`src/rtl/servo_pwm_drive.sv`:
```
// Servo angle resolver and PWM driver: alpha = asin(LUTin) - atan via an external
// synchronous ROM, clamped, then turned into a frame-aligned hobby-servo pulse.
//
// state  | meaning
// IDLE   | waiting for a sample; issues the ROM address when one is present
// LOOKUP | ROM is registering rom_addr
// SUM    | rom_data valid; commit angle, saturation and next pulse width
module servo_pwm_drive #(
    parameter int PERIOD       = 2000000,
    parameter int CENTER       = 150000,
    parameter int CYC_PER_UNIT = 55,
    parameter int ANG_MAX      = 900,
    parameter int ANG_MIN      = -900
) (
    input  logic               clock,
    input  logic               reset,
    input  logic               validIn,
    input  logic signed [16:0] LUTin,
    input  logic signed [12:0] atan,
    output logic               ready,
    output logic [9:0]         rom_addr,
    input  logic signed [12:0] rom_data,
    output logic signed [12:0] angle,
    output logic               angle_valid,
    output logic               saturated,
    output logic               pwm,
    output logic               period_start
);

    typedef enum logic [1:0] {IDLE, LOOKUP, SUM} state_t;

    localparam logic [20:0]        LAST_COUNT = 21'(PERIOD - 1);
    localparam logic signed [21:0] CENTER_W   = 22'(CENTER);
    localparam logic signed [21:0] CPU_W      = 22'(CYC_PER_UNIT);
    localparam logic signed [13:0] AMAX_W     = 14'(ANG_MAX);
    localparam logic signed [13:0] AMIN_W     = 14'(ANG_MIN);

    state_t             state;
    logic               pending;
    logic signed [16:0] lut_q;
    logic signed [12:0] atan_q;
    logic signed [12:0] work_atan;
    logic               work_clip;
    logic signed [21:0] pulse_next;
    logic signed [21:0] pulse_active;
    logic [20:0]        count;

    logic signed [16:0] lut_sel;
    logic signed [12:0] atan_sel;
    logic signed [15:0] lut_clamped;
    logic               lut_clip;
    logic [15:0]        lut_biased;
    logic signed [13:0] alpha_raw;
    logic signed [13:0] alpha_clamp;
    logic               alpha_clip;
    logic signed [21:0] pulse_calc;

    // A sample arriving in the same cycle as the lookup starts is the newest one.
    always_comb begin
        lut_sel  = validIn ? LUTin : lut_q;
        atan_sel = validIn ? atan  : atan_q;
        lut_clip = 1'b0;
        if (lut_sel > 17'sd32767) begin
            lut_clamped = 16'sh7fff;
            lut_clip    = 1'b1;
        end else if (lut_sel < -17'sd32768) begin
            lut_clamped = 16'sh8000;
            lut_clip    = 1'b1;
        end else begin
            lut_clamped = lut_sel[15:0];
        end
        lut_biased = {~lut_clamped[15], lut_clamped[14:0]};
    end

    always_comb begin
        alpha_raw  = {rom_data[12], rom_data} - {work_atan[12], work_atan};
        alpha_clip = 1'b0;
        if (alpha_raw > AMAX_W) begin
            alpha_clamp = AMAX_W;
            alpha_clip  = 1'b1;
        end else if (alpha_raw < AMIN_W) begin
            alpha_clamp = AMIN_W;
            alpha_clip  = 1'b1;
        end else begin
            alpha_clamp = alpha_raw;
        end
        pulse_calc = CENTER_W + 22'(alpha_clamp) * CPU_W;
    end

    assign ready = (state == IDLE) && !pending;

    // SUM always drops back through IDLE, so a continuous stream settles at one
    // result every three cycles and IDLE picks up whatever arrived meanwhile.
    always_ff @(posedge clock) begin
        if (reset) begin
            state       <= IDLE;
            pending     <= 1'b0;
            lut_q       <= '0;
            atan_q      <= '0;
            work_atan   <= '0;
            work_clip   <= 1'b0;
            rom_addr    <= '0;
            angle       <= '0;
            angle_valid <= 1'b0;
            saturated   <= 1'b0;
            pulse_next  <= CENTER_W;
        end else begin
            angle_valid <= 1'b0;
            if (validIn) begin
                lut_q   <= LUTin;
                atan_q  <= atan;
                pending <= 1'b1;
            end
            case (state)
                IDLE: begin
                    if (pending || validIn) begin
                        pending   <= 1'b0;
                        rom_addr  <= 10'(lut_biased >> 6);
                        work_atan <= atan_sel;
                        work_clip <= lut_clip;
                        state     <= LOOKUP;
                    end
                end
                LOOKUP: begin
                    state <= SUM;
                end
                SUM: begin
                    angle       <= alpha_clamp[12:0];
                    saturated   <= work_clip | alpha_clip;
                    angle_valid <= 1'b1;
                    pulse_next  <= pulse_calc;
                    state       <= IDLE;
                end
                default: begin
                    state <= IDLE;
                end
            endcase
        end
    end

    // Width is only ever swapped at the frame boundary to keep the pulse glitch-free.
    always_ff @(posedge clock) begin
        if (reset) begin
            count        <= '0;
            pulse_active <= CENTER_W;
            period_start <= 1'b0;
            pwm          <= 1'b0;
        end else begin
            pwm <= $signed({1'b0, count}) < pulse_active;
            if (count == LAST_COUNT) begin
                count        <= '0;
                pulse_active <= pulse_next;
                period_start <= 1'b1;
            end else begin
                count        <= count + 21'd1;
                period_start <= 1'b0;
            end
        end
    end

endmodule

```
`config.mk`:
```
export PLATFORM = sky130hd
export DESIGN_NAME = servo_pwm_drive
export DESIGN_NICKNAME = d
export VERILOG_FILES = /design/src/rtl/servo_pwm_drive.sv
export SDC_FILE = /design/constraint.sdc
export NUM_CORES = 1
export LEC_CHECK = 0
export CAP_MARGIN = 0
export CORE_MARGIN = 2
export CORE_UTILIZATION = 45
export DETAILED_ROUTE_END_ITERATION = 10
export SYNTH_ARGS = -nofsm -noshare
export SYNTH_HDL_FRONTEND = slang
export SYNTH_SLANG_ARGS = --single-unit
```
`constraint.sdc`:
```
create_clock -name clock -period 14.1 [get_ports clock]
set_clock_uncertainty 0.15 [all_clocks]
set_input_delay 2.82 -clock clock [delete_from_list [all_inputs] [get_ports clock]]
set_output_delay 2.82 -clock clock [all_outputs]
set_load 0.01 [all_outputs]
```
==> results.yml, run 1 <==
status:
  status: "finished clean"
sta:
  finalCriticalPeriod_ps: 10180
  rsz0062_at_grt: "false"
  slew_headroom_pct: 28.6
  worstMarginPinSlew_ps: 1070
  timing.final.ws_setup_ps: 3920
  setup_viol: 0
  hold_viol: 0
  drv_slew: 0
  fin_tns_setup_ps: 0
  timing.final.crit_share_pct: 72.2
  max_freq_mhz: 98.3
cts:
  cts.clk_slew.worst_paths_ps: 60
  cts_tree: "yes"
  numCtsBuffers: 17
  cts.sinks: 132
  hold_buffers: 0
  clk_latency_ps: 430
  postCtsSetupBuffers: 0
  clock_path_buffers: 2
  root_buffer: "clkbuf_16"
  htreeDepth: 4
  cts_resized: 0
global_route:
  overflow: 0
  grt_pass1_vias: 6753
  grt_start_max_net_pins: 47
  grt_pass1_wl_um: 32200
  track_usage_pct: 19.2
  antenna_found_initial: 0
route:
  via_per_inst: 5.14
  dr.pass1.iters: 4
  num_vias: 6887
  drt-initial-drc-count: 219
  drt_wl_total_um: 18800
  postRouteAntennaNets: 0
  avgRoutedWirePerCell_um: 14.0
  route.detailed.drc: 0
worst_setup_path:
  crit_slowest_cell: "fa_1"
  r2r_cells: 26
  rrSetupSlack_ps: 6430
  cp-start-kind: "input port"
  cp-end-kind: "flop"
  critPathTopFamily: "compound AO/OA/AOI/OAI gates"
  cp_common_cell: "ha_1"
  worstReg2RegEnd: "pulse_next[20]$_SDFFE_PP0P_"
  cp.required_ps: 14250
  critPathKind: "input port to flop"
  critPathMaxFanout: 13
  cp.arrival_ps: 10330
  critical_path_buf_inv_count: 4
  worst_path_largest_cell_delay_ps: 540
  r2r-start: "work_atan[0]$_SDFFE_PP0P_"
logic_synthesis:
  ys.flop_type: "dfxtp_1"
  ys_seq_elements: 132
  synth_nets: 1190
  yosysWarnings: 0
  netlist_top_cells_area: "dfxtp_1, ha_1, fa_1, inv_1, nor2_1"
  synth_commonest_cells: "dfxtp_1, inv_1, nor2_1"
  synth_area_mm2: 0.00884
  seq_area_frac_synth_pct: 29.9
  yosysMostFrequentCell: "dfxtp_1"
  synth_cell_type_count: 70
  yosys.area.top_type: "dfxtp_1"
  yosys.area.top_type_share_pct: 29.9
  avgSynthCellArea_um2: 8.67
  async_reset_ff_share_pct: 0
  synth-edff-count: 0
  syn_inst: 1020
finish:
  antenna_cells: 0
  final_util_pct: 53.1
  drive_above_1_share_pct: 6.97
  finalNonFillerCells: 1341
  syn2layout_area_growth_pct: 16.5
  fillers: 1866
  layout.nets: 1233
floorplanning:
  initial_core_util_pct: 45.6
  die-width_um: 144
  boundaryPins: 74
  core.rowCount: 51
  core_area_mm2: 0.0194
  die_h_um: 144
  die-area_mm2: 0.0208
min_path:
  min_path_cells: 2
  worstHoldEndpoint: "pulse_next[9]$_SDFFE_PP0P_"
  hold_class: "flop to flop"
  min_from: "pulse_next[9]$_SDFFE_PP0P_"
placement:
  dp.cells: 1309
  numPortBuffers: 67
  place_ws_ps: 3450
  routabilityCongestion: 0.798
  hpwl_um: 14000
flow_run:
  drv_cap: 0
power:
  p_leak_uw: 0.00441
  powerDensity_mw_per_mm2: 243
  vdd_drop_max_mv: 0.195
power breakdown:
part / leakage (µW) / internal, µW / total, µW / switching (µW)
clock network: 0.000280 / 250 / 441 / 191
registers: 0.00108 / 398 / 411 / 13.2
logic: 0.00305 / 741 / 1650 / 908
total: 0.00441 / 1390 / 2500 / 1110
worst reg2reg max path, cell delays in order (launching register included):
cell,delay [ps]
dfxtp_1,340
ha_1,170
inv_1,50
fa_1,430
a21o_1,220
a221o_1,330
a221oi_2,290
xnor2_1,240
o311ai_2,210
or2_4,340
mux2i_2,490
nand2_1,300
ha_1,280
ha_1,300
xnor2_1,190
fa_1,460
fa_1,540
inv_1,40
ha_1,330
o21ai_0,140
o21a_1,210
o31ai_1,380
a41oi_1,250
o21ai_0,270
nand2_1,120
and3_1,170
a2111oi_0,300
state kept, by name, indices dropped and copies added (netlist names), 10 cells and up:
name	count
rom_addr	10
count	21
work_atan	13
lut_q	11
atan_q	13
angle	13
pulse_active	22
pulse_next	21
kinds of logic (layout without fill, tap and decap cells):
group,after synthesis,in the layout,synth area share (%)
mux,41,41,4.88
simple gates,271,271,14.3
other cells,1,1,0.0424
flops,132,132,29.9
compound gates,236,236,18.0
fa+ha+maj,124,124,20.6
buf+inv,164,220,7.26
xor+xnor,51,51,5.05
cell type report:
| cell class | count | area (µm²) | share of cell area (%) |
|---|---|---|---|
| clock inverter | 15 | 160 | 1.56 |
| timing repair buffer | 76 | 733 | 7.12 |
| inverter | 112 | 420 | 4.08 |
| sequential | 132 | 2640 | 25.7 |
| multi-input combinational | 724 | 5590 | 54.2 |
| clock buffer | 17 | 425 | 4.13 |
| tap | 265 | 332 | 3.22 |
layout by cell type, fill, tap and decap left out, types with 11 or more instances in the layout:
| master | netlist | layout |
|---|---|---|
| xnor2_1 | 30 | 30 |
| and2_1 | 16 | 16 |
| inv_1 | 111 | 111 |
| o211ai_1 | 15 | 15 |
| dfxtp_1 | 132 | 132 |
| o21a_1 | 14 | 14 |
| a21oi_1 | 60 | 60 |
| a211oi_1 | 31 | 31 |
| o21ai_1 | 11 | 11 |
| ha_1 | 88 | 88 |
| nand2_1 | 67 | 67 |
| nor3_1 | 13 | 12 |
| nor2_1 | 107 | 107 |
| xor2_1 | 21 | 21 |
| a21o_1 | 23 | 23 |
| clkdlybuf4s50_1 | 0 | 66 |
| fa_1 | 36 | 36 |
| o21ai_0 | 32 | 32 |
| clkbuf_16 | 0 | 17 |
| nand3_1 | 15 | 15 |
| mux2i_1 | 29 | 29 |
through the flow:
step / power, µW / hold WS (ps) / instance area, µm²
after global placement: 2090 / 294 / 9710
final: 2500 / 301 / 10300
after floorplan: 1790 / 282 / 8840
after global routing: 2820 / 327 / 10300
after CTS: 2540 / 304 / 10300
after detailed placement: 2090 / 296 / 9710
worst max path at each step:
stage,startpoint,endpoint,slack [ps],depth (start not counted)
finish,rom_data[0],pulse_next[20]$_SDFFE_PP0P_,3920,28
global route,rom_data[0],pulse_next[20]$_SDFFE_PP0P_,3340,28
CTS,rom_data[0],pulse_next[20]$_SDFFE_PP0P_,3860,28
detailed placement,rom_data[0],pulse_next[20]$_SDFFE_PP0P_,3450,28
global placement,rom_data[0],pulse_next[21]$_SDFFE_PP0P_,3510,28
floorplan,rom_data[0],pulse_next[21]$_SDFFE_PP0P_,4710,27
per-layer routing:
layer	track usage, %	share of wire (%)	vias up
met1	24.0	48	3189
met5	0	0	-
met4	4.85	1.1	0
met2	33.3	47	93
li1	-	-	3584
met3	4.77	4.1	21
(Power assumes the default switching activity.)
==> run 2: changes to the inputs <==
--- a/config.mk
+++ b/config.mk
@@ -9,6 +9,7 @@
 export CORE_MARGIN = 2
 export CORE_UTILIZATION = 45
 export DETAILED_ROUTE_END_ITERATION = 10
+export PLACE_DENSITY = 0.67
 export SYNTH_ARGS = -nofsm -noshare
 export SYNTH_HDL_FRONTEND = slang
 export SYNTH_SLANG_ARGS = --single-unit
==> constraint.sdc (replaced) <==
create_clock -name clock -period 9 [get_ports clock]
set_clock_uncertainty 0.15 [all_clocks]
set_input_delay 1.8 -clock clock [delete_from_list [all_inputs] [get_ports clock]]
set_output_delay 1.8 -clock clock [all_outputs]
set_load 0.01 [all_outputs]
==> run 2 against run 1 <==
Non-clock buffer count rose by 32. Sequential share of layout area fell by 0.66 points. Setup slack got worse by 3500 ps. Sequential cell count did not move. Utilization rose by 1.4 points. Register-to-register slack got worse by 4400 ps. Routed wire length rose by 1.9%. Power rose by 69%. Die area did not move. Design area rose by 2.6%. Critical path depth rose by 3. Critical endpoint is now pulse_next[21]$_SDFFE_PP0P_. Largest power group unchanged.
==> results.yml, run 2 (synthesized netlist as in run 1, its figures left out) <==
status:
  status: "finished clean"
cts:
  cts.sinks: 132
  htreeDepth: 4
  numCtsBuffers: 17
  cts.clk_slew.worst_paths_ps: 60
  clock_path_buffers: 2
  clk_latency_ps: 430
  cts_tree: "yes"
  root_buffer: "clkbuf_16"
floorplanning:
  initial_core_util_pct: 45.6
  boundaryPins: 74
  die_h_um: 144
  die-area_mm2: 0.0208
  core_area_mm2: 0.0194
  core.rowCount: 51
  die-width_um: 144
power:
  switchingPower_uw: 1780
  powerDensity_mw_per_mm2: 401
  power.total_uw: 4230
  clkPwrFrac_pct: 17.3
  p_leak_uw: 0.00457
  vdd_drop_max_mv: 0.346
  p_comb_share_pct: 67.4
  netSwitchingFraction_pct: 42.1
  power.internal_uw: 2450
  seq_power_share_pct: 15.2
finish:
  fillers: 1866
  layout.nets: 1265
  final_cell_mix: "dfxtp_1, inv_1, nor2_1"
  regMostFlops: "pulse_active"
  multiInputGateArea_mm2: 0.00559
  layout_commonest_cell: "dfxtp_1"
  syn2layout_area_growth_pct: 19.5
  seq_area_mm2: 0.00264
  antenna_cells: 0
  drive_above_1_share_pct: 9.49
  largest_reg_flops: 22
  top_regs: "pulse_active (22), count (21), pulse_next (21)"
route:
  via_per_inst: 5.16
  postRouteAntennaNets: 0
  avgRoutedWirePerCell_um: 14.0
  route.detailed.drc: 0
  drt-initial-drc-count: 216
  dr.pass1.iters: 5
  num_vias: 7072
  drt_wl_total_um: 19200
global_route:
  antenna_found_initial: 0
  grt_pass1_vias: 7078
  track_usage_pct: 19.6
  grt_start_max_net_pins: 52
  grt_pass1_wl_um: 32800
  overflow: 0
worst_setup_path:
  worst_path_largest_cell_delay_ps: 530
  critPathKind: "input port to flop"
  cp.required_ps: 9180
  crit_slowest_cell: "fa_1"
  cp.arrival_ps: 8710
  cp-start-kind: "input port"
  cp_common_cell: "inv_1"
  cp-end-kind: "flop"
  critPathMaxFanout: 8
sta:
  timing.final.crit_share_pct: 94.8
  drv_slew: 0
  fin_tns_setup_ps: 0
  holdWs_ps: 309
  max_freq_mhz: 117
  finalCriticalPeriod_ps: 8530
  hold_viol: 0
  slew_headroom_pct: 43.7
  worstMarginPinSlew_ps: 841
  setup_viol: 0
placement:
  routabilityCongestion: 0.841
  hpwl_um: 14400
  numPortBuffers: 67
flow_run:
  drv_cap: 0
min_path:
  hold_class: "flop to flop"
-- run 2: metal layers --
| metal | GRT usage [%] | up-vias | wire length (µm) |
|---|---|---|---|
| met5 | 0 | - | 0 |
| met4 | 4.29 | 0 | 133 |
| met2 | 33.9 | 88 | 9270 |
| li1 | - | 3647 | - |
| met1 | 24.6 | 3325 | 8920 |
| met3 | 5.40 | 12 | 863 |
-- run 2: area by class of cell --
class,instances,share of cell area (%)
repair buffers,108,9.21
multi-input cells,724,52.9
flip-flops and latches,132,25.0
clock buffers,18,4.06
inverters,112,3.98
well taps,265,3.14
clock inverters,12,1.70
-- run 2: final timing paths --
path / slack [ps] / depth (start not counted) / from / to
max: 470 / 31 / rom_data[0] / pulse_next[21]$_SDFFE_PP0P_
min: 310 / 2 / pulse_next[2]$_SDFFE_PP0P_ / pulse_next[2]$_SDFFE_PP0P_
max reg2reg: 1980 / 29 / work_atan[0]$_SDFFE_PP0P_ / pulse_next[21]$_SDFFE_PP0P_
min reg2reg: 310 / 2 / pulse_next[2]$_SDFFE_PP0P_ / pulse_next[2]$_SDFFE_PP0P_
-- run 2: per-stage QoR --
step	utilization (%)	setup slack (ps)	cell area (µm²)	cells
detailed placement	51.3	79.6	9950	1341
finish	54.5	471	10600	1371
global placement	51.3	127	9950	1341
CTS	54.5	482	10600	1371
floorplan	-	630	8840	1020
global route	54.5	-20.1	10600	1371
-- run 2: power groups by stage --
stage / Combinational [µW] / Sequential, µW / Clock [µW]
global placement: 2810 / 657 / 0
CTS: 2850 / 646 / 749
detailed placement: 2840 / 658 / 0
finish: 2850 / 645 / 734
global route: 3290 / 650 / 771
floorplan: 2150 / 655 / 0
-- run 2: worst max-delay path: cells and delay by family --
kind | cells | cell delay [ps]
adder cells (fa/ha/maj) | 7 | 2700
XOR/XNOR | 1 | 130
AND/OR/NAND/NOR | 3 | 380
AO/OA/AOI/OAI | 12 | 2780
buffers and inverters | 8 | 900
-- run 2: what timing repair did --
item,in CTS,in global routing
setup endpoints to repair,0,1
resized for setup,0,3
endpoints found under the hold margin,0,0
hold buffers,0,0
setup buffers,0,0
==> run 3: changes to the inputs <==
--- a/config.mk
+++ b/config.mk
@@ -9,6 +9,7 @@
 export CORE_MARGIN = 2
 export CORE_UTILIZATION = 45
 export DETAILED_ROUTE_END_ITERATION = 10
+export GPL_ROUTABILITY_DRIVEN = 0
 export PLACE_DENSITY = 0.67
 export SYNTH_ARGS = -nofsm -noshare
 export SYNTH_HDL_FRONTEND = slang
==> results of run 3 <==
No change in the layout: final DEF, timing and power equal those of run 2.
